**src/rtl/usr_pkg.sv**
```systemverilog
// Shared definitions for the universal shift register (USR) and the blocks
// that drive it: the USR mode encodings and the transmitter state type.
package usr_pkg;

    // Mode encodings understood by the USR.
    localparam logic [1:0] USR_HOLD = 2'b00;
    localparam logic [1:0] USR_SHR  = 2'b01;
    localparam logic [1:0] USR_SHL  = 2'b10;
    localparam logic [1:0] USR_LOAD = 2'b11;

    // Transmitter control states.
    typedef enum logic {
        IDLE  = 1'b0,
        SHIFT = 1'b1
    } state_t;

endpackage : usr_pkg

```
**src/rtl/usr_serial_tx.sv**
```systemverilog
// Parallel-to-serial transmitter feeding a downstream USR over its serial
// input. A word accepted through load_valid/load_ready is emitted one bit per
// unpaused cycle. The USR mode lines are driven so that, after the last bit,
// the USR parallel output holds the transmitted word. dir=0 sends LSB first
// for a shift-right consumer; dir=1 sends MSB first for a shift-left consumer.
module usr_serial_tx
    import usr_pkg::*;
#(
    parameter int WIDTH = 4
) (
    input  logic             clk,
    input  logic             rst_n,
    input  logic [WIDTH-1:0] data_in,
    input  logic             load_valid,
    output logic             load_ready,
    input  logic             dir,
    input  logic             pause,
    output logic             serial_out,
    output logic [1:0]       mode_out,
    output logic             busy,
    output logic             frame_done
);

    localparam int             CW   = (WIDTH > 1) ? $clog2(WIDTH) : 1;
    localparam logic [CW-1:0]  LAST = CW'(WIDTH - 1);

    state_t           state_q, state_d;
    logic [WIDTH-1:0] shift_q, shift_d;
    logic             dir_q, dir_d;
    logic [CW-1:0]    cnt_q, cnt_d;
    logic             serial_q, serial_d;
    logic [1:0]       mode_q, mode_d;
    logic             done_q, done_d;
    logic             last_bit;
    logic             accept;

    // The last bit only goes out on an unpaused cycle. A new word can be
    // taken on that same edge, which keeps back-to-back frames gap-free.
    assign last_bit   = (state_q == SHIFT) && (cnt_q == LAST) && !pause;
    assign load_ready = (state_q == IDLE) || last_bit;
    assign accept     = load_valid && load_ready;

    // Next-state logic: advance or finish the current frame, then let an
    // accepted word override with a fresh frame.
    // NOTE: every signal gets a default before the case, so no path can leave
    // one unassigned and no latch is inferred; blocking '=' is correct here
    // because this is combinational logic, not state.
    always_comb begin
        state_d = state_q;
        shift_d = shift_q;
        dir_d   = dir_q;
        cnt_d   = cnt_q;
        done_d  = 1'b0;

        case (state_q)
            IDLE: begin
                // Nothing to do until a word is accepted; pause is ignored.
            end
            SHIFT: begin
                if (!pause) begin
                    if (cnt_q == LAST) begin
                        done_d  = 1'b1;
                        state_d = IDLE;
                    end else begin
                        // Move the next bit to the emitting end.
                        shift_d = dir_q ? (shift_q << 1) : (shift_q >> 1);
                        cnt_d   = cnt_q + CW'(1);
                    end
                end
            end
        endcase

        if (accept) begin
            state_d = SHIFT;
            shift_d = data_in;
            dir_d   = dir;
            cnt_d   = '0;
        end
    end

    // Output values for the next cycle, derived from the next state so that
    // the registered outputs line up with the bit being presented.
    always_comb begin
        serial_d = 1'b0;
        mode_d   = USR_HOLD;
        if (state_d == SHIFT) begin
            serial_d = dir_d ? shift_d[WIDTH-1] : shift_d[0];
            mode_d   = dir_d ? USR_SHL : USR_SHR;
        end
    end

    // Control and output registers with synchronous active-low reset.
    // NOTE: sequential state uses non-blocking '<=' so every flop samples the
    // pre-edge values, independent of statement order.
    always_ff @(posedge clk) begin
        if (!rst_n) begin
            state_q  <= IDLE;
            serial_q <= 1'b0;
            mode_q   <= USR_HOLD;
            done_q   <= 1'b0;
        end else begin
            state_q  <= state_d;
            serial_q <= serial_d;
            mode_q   <= mode_d;
            done_q   <= done_d;
        end
    end

    // Datapath registers: word, direction and bit counter.
    // NOTE: these carry no reset because they are always reloaded on accept
    // and are never observed outside the SHIFT state.
    always_ff @(posedge clk) begin
        shift_q <= shift_d;
        dir_q   <= dir_d;
        cnt_q   <= cnt_d;
    end

    // A paused cycle must hold the USR in the same cycle the counter holds,
    // so pause gates the registered shift mode directly.
    assign mode_out   = pause ? USR_HOLD : mode_q;
    assign serial_out = serial_q;
    assign busy       = (state_q == SHIFT);
    assign frame_done = done_q;

endmodule : usr_serial_tx

```
**config.mk**
```make
export PLATFORM = sky130hd
export DESIGN_NAME = usr_serial_tx
export DESIGN_NICKNAME = d
export VERILOG_FILES = /design/src/rtl/usr_pkg.sv /design/src/rtl/usr_serial_tx.sv
export SDC_FILE = /design/constraint.sdc
export NUM_CORES = 1
export LEC_CHECK = 0
export BUFFER_PORTS_ARGS = -buffer_cell sky130_fd_sc_hd__buf_2
export CAP_MARGIN = 10
export CORE_AREA = 5 5 42 44
export CTS_CLUSTER_DIAMETER = 120
export DETAILED_ROUTE_END_ITERATION = 8
export DIE_AREA = 0 0 47 49
export PLACE_DENSITY = 0.69
export SLEW_MARGIN = 0
export SYNTH_ARGS = -nofsm -noshare
export SYNTH_HDL_FRONTEND = slang
export SYNTH_SLANG_ARGS = --single-unit
```
**constraint.sdc**
```tcl
create_clock -name clk -period 3.05 [get_ports clk]
set_input_delay 0.4575 -clock clk [delete_from_list [all_inputs] [get_ports clk]]
set_output_delay 0.4575 -clock clk [all_outputs]
set_load 0.05 [all_outputs]
```
### Yosys cells after proc, flatten, opt, wreduce, memory -nomap -nowiden

Index checks and enable logic that the tools add are counted.

| storage, ports and cells | value |
|---|---|
| register bits | 12 |
| input port bits | 9 |
| output and inout bits | 6 |
| word-level logic and storage cells | 40 |

| cells by class | value |
|---|---|
| add/subtract/negate cells | 1 |
| equality and inequality tests | 3 |
| multiplexer cells | 14 |
| bitwise logic cells | 4 |
| reductions and logical operators | 10 |

Operator list:

| operator | number |
|---|---|
| two-way mux 4 bit | 5 |
| two-way mux 1 bit | 7 |
| AND reduction 3 bit | 2 |
| two-way mux 2 bit | 2 |
| NOT 1 bit | 4 |
| logical AND 1 bit | 3 |
| OR reduction 3 bit | 1 |
| adder 2 x 1 -> 2 bit (second input constant) | 1 |
| equality test 2 bit (second input constant) | 1 |
| inequality test 2 x 1 -> 1 bit (second input constant) | 1 |
| inequality test 2 bit (second input constant) | 1 |
| AND reduction 2 bit | 1 |
| nonzero test 2 bit | 1 |
| zero test 1 bit | 1 |
| logical OR 1 bit | 1 |

### Longest topological paths before layout

| depth | value |
|---|---|
| depth after elaboration | 7 |
| mapped depth | 6 |
| gate-level depth less buffers | 5 |

### Least setup slack after synthesis

No wires, ideal clock.

| path | value |
|---|---|
| kind | register to register |
| from | reg state_q (netlist: busy) |
| to | reg serial_q (netlist: serial_out) |
| data arrival time | 1558 ps |
| slack | 1376 ps |
| cell stages (with the launch flop) | 5 |
| period minus slack after synthesis | 1674 ps |
| cells stage by stage | dfxtp_1 or3b_4 nand2_1 and4bb_1 and4b_1 |

| between the ends | value |
|---|---|
| word-level cells in the longest chain between the ends | 6 |
| elaborated cells on any way between the ends | 12 |

Ends and longest elaborated chain:

| item | RTL line | source |
|---|---|---|
| start: declaration | usr_serial_tx.sv:27 | `state_t state_q, state_d;` |
| start signal: assignment | usr_serial_tx.sv:102 | `state_q <= state_d;` |
| logical AND 1 bit (2 in a row) | usr_serial_tx.sv:39 | `assign last_bit = (state_q == SHIFT) && (cnt_q == LAST) && !pause;` |
| logical OR 1 bit | usr_serial_tx.sv:40 | `assign load_ready = (state_q == IDLE) \|\| last_bit;` |
| logical AND 1 bit | usr_serial_tx.sv:41 | `assign accept = load_valid && load_ready;` |
| two-way mux 4 bit or two-way mux 1 bit (tied branches) | usr_serial_tx.sv:73 | `if (accept) begin` |
| two-way mux 1 bit or AND reduction 2 bit (tied branches) | -- |  |
| end signal: assignment | usr_serial_tx.sv:103 | `serial_q <= serial_d;` |
| end: declaration | usr_serial_tx.sv:31 | `logic serial_q, serial_d;` |

Parallel ways exist; a longest one is shown, timed or not. The select of a mux whose other input is x is not followed.
A chain may end at the register's enable or synchronous reset.

### Final worst setup path

| path | value |
|---|---|
| from | reg cnt_q[0] |
| to | reg serial_q (netlist: serial_out) |

| between the ends | value |
|---|---|
| word-level cells in the longest chain between the ends | 7 |
| elaborated cells on any way between the ends | 16 |

Ends and longest elaborated chain:

| item | RTL line | source |
|---|---|---|
| start: declaration | usr_serial_tx.sv:30 | `logic [CW-1:0] cnt_q, cnt_d;` |
| start signal: assignment | usr_serial_tx.sv:115 | `cnt_q <= cnt_d;` |
| equality test 2 bit * | usr_serial_tx.sv:39, usr_serial_tx.sv:61 |  |
| parallel branches: the longest is 6 deep, another holds two-way mux 4 bit | -- |  |

Every way passes the cells marked *. The select of a mux whose other input is x is not followed.

==> reports/qor.csv <==
metric;value;unit
outcome;finished, final reports clean;
grt_pass1_wl;1.79;mm
start_kind;register;
layout-drive-gt1-share;36.1;%
holdBufCountCts;0;
start_util;40.2;%
grt_overflow_total;0;
post_cts_buffers;0;
io_pins;15;
fin_crit;1.92;ns
post-route-util;48.3;%
critical_path.cell_chain;ha_1, nand2b_4, a21boi_1, and4bb_1, and4b_1;
via_per_inst;5.06;
grt_max_degree;13;
setup_violations;0;
dp_cells;84;
rrSetupSlack;1.13;ns
post-route-period-util;63.0;%
critPathMaxFanout;12;
clockRootBuffer;clkbuf_4;
max_stage_delay;0.64;ns
crit_path_end_kind;register;
numCtsBuffers;3;
crit_end;serial_out;
cts_resized;0;
required;3.26;ns
maxSlewViolCount;0;
grtUsageMet2;15.6;%
drt_pass1_iterations;4;
most-common-layout-cells;14 x buf_2, 11 x nand2_1, 10 x dfxtp_1;
slew_headroom;47.4;%
vias;445;
mostFrequentLayoutCell;buf_2;
grt_usage;10.6;%
use_met1;13.4;%
core_area;1400;um2
synthFlopType;dfxtp_1;
hold_start;data_in[3];
wl_per_cell;11.4;um
synthesis.area;563;um2
drtIter0Drc;14;
area_delta_synth_final;20.2;%
clkSinkCount;12;
first_global_vias;446;
port_buffers;14;
slowest_stage;a21boi_1;
syn-num-nets;66;
clock-skew-final;0.000546;ns
final_cells;88;
vdd_drop_max;0.000258;V
cp_num_cells;5;
drt-total-wl;999;um
powerDensity;573;nW/um2
grtUsageMet3;3.32;%
die_w;47;um
clock_path_buffers;2;
clk_pin_slew_worst_paths;0.07;ns
finalHoldViolCount;0;
critPathKind;reg2reg;
hold_path.class;in2reg;
yosysWarnings;0;
dieArea;2300;um2
crit_family;compound AO/OA/AOI/OAI gates;
critPathArrivalTime;2.14;ns
gp_congestion;0.817;
worst-path-buf-inv;0;
final_nets;83;
final_antenna_net_count;0;
cts_tree;done;
synthCells;56;
rr_worst_depth;5;
ys_types;26;
nFillCells;146;
cp-startpoint;cnt_q[0];
diodes;0;
r2r_start;cnt_q[0];
synth_edf_count;2;
rsz0062_at_grt;false;
synth.avg_cell_area;10.1;um2
max_freq;520;MHz
yosysSeqAreaShare;46.2;%
r2r_end;serial_out;
final.setup.tns;0;ns
max-cap-violations;0;
ys_ff_latch;12;
antenna_found_initial;0;
p_leak;0.319;nW
die_y;49;um
cts_max_level;1;
busiest_layer;met2;
async_reset_ff_share;0;%
clk_latency;0.27;ns
tightest_slew;0.787;ns
remaining_drc_errors;0;
num_rows;14;
## where the power goes
group          total, mW  internal (mW)  switching [mW]
clock network      0.123         0.0726          0.0502
logic             0.0740         0.0326          0.0414
registers          0.191          0.179          0.0124
## worst min-delay path by stage
stage | cells after the start | slack [ns] | endpoint
global placement | 2 | 0.45 | cnt_q[1]
floorplan | 2 | 0.44 | cnt_q[1]
CTS | 2 | 0.40 | shift_q[3]
detailed placement | 2 | 0.45 | cnt_q[1]
finish | 2 | 0.41 | shift_q[3]
global route | 2 | 0.41 | shift_q[3]
## cell type report
type	instances	area (um2)	share of cell area, %
Clock buffer	4	36.3	5.36
Sequential cell	12	260	38.4
Timing Repair Buffer	14	70.1	10.4
Tap cell	16	20.0	2.96
Multi-Input combinational cell	41	287	42.3
Inverter	1	3.75	0.555
## metal layers
metal,wire length (um),up-vias
li1,-,225
met1,411,201
met2,487,13
met3,72,6
met4,27,0
met5,0,-
## cells in the mapped netlist, types with 2 or more instances
cell	count	area share, %
mux2i_1	4	7.1
nor2_1	2	1.3
a21oi_1	3	2.7
nand2_1	11	7.3
nor2b_1	2	2.2
o21ai_0	3	2.7
and2b_2	2	3.1
edfxtp_1	2	11
dfxtp_1	10	36
## flip-flops by register name (all words and copies together) (netlist names)
| register | cells |
|---|---|
| shift_q | 4 |
| cnt_q | 2 |
| mode_q | 2 |
| busy | 1 |
| dir_q | 1 |
| frame_done | 1 |
| serial_out | 1 |
## kinds of logic (layout without fill, tap and decap cells)
logic type | count (synthesis) | in the layout | synth area share, %
AO/OA/AOI/OAI | 8 | 8 | 8.22
XOR/XNOR | 1 | 1 | 1.56
adder cells (fa/ha/maj) | 1 | 1 | 2.22
buffers and inverters | 3 | 19 | 2.89
flip-flops | 12 | 12 | 46.2
multiplexers | 5 | 5 | 9.11
AND/OR/NAND/NOR | 26 | 26 | 29.8
## metrics by stage
stage / power [mW] / hold WS (ns) / setup slack [ns] / cell area [um2]
4_1_cts: 0.397 / 0.402 / 1.10 / 677
3_3_place_gp: 0.268 / 0.449 / 1.11 / 641
3_5_place_dp: 0.269 / 0.455 / 1.07 / 641
5_1_grt: 0.416 / 0.414 / 0.889 / 677
2_1_floorplan: 0.253 / 0.440 / 1.38 / 563
6_report: 0.388 / 0.410 / 1.13 / 677
No activity file was read; power rests on OpenSTA's default activity.
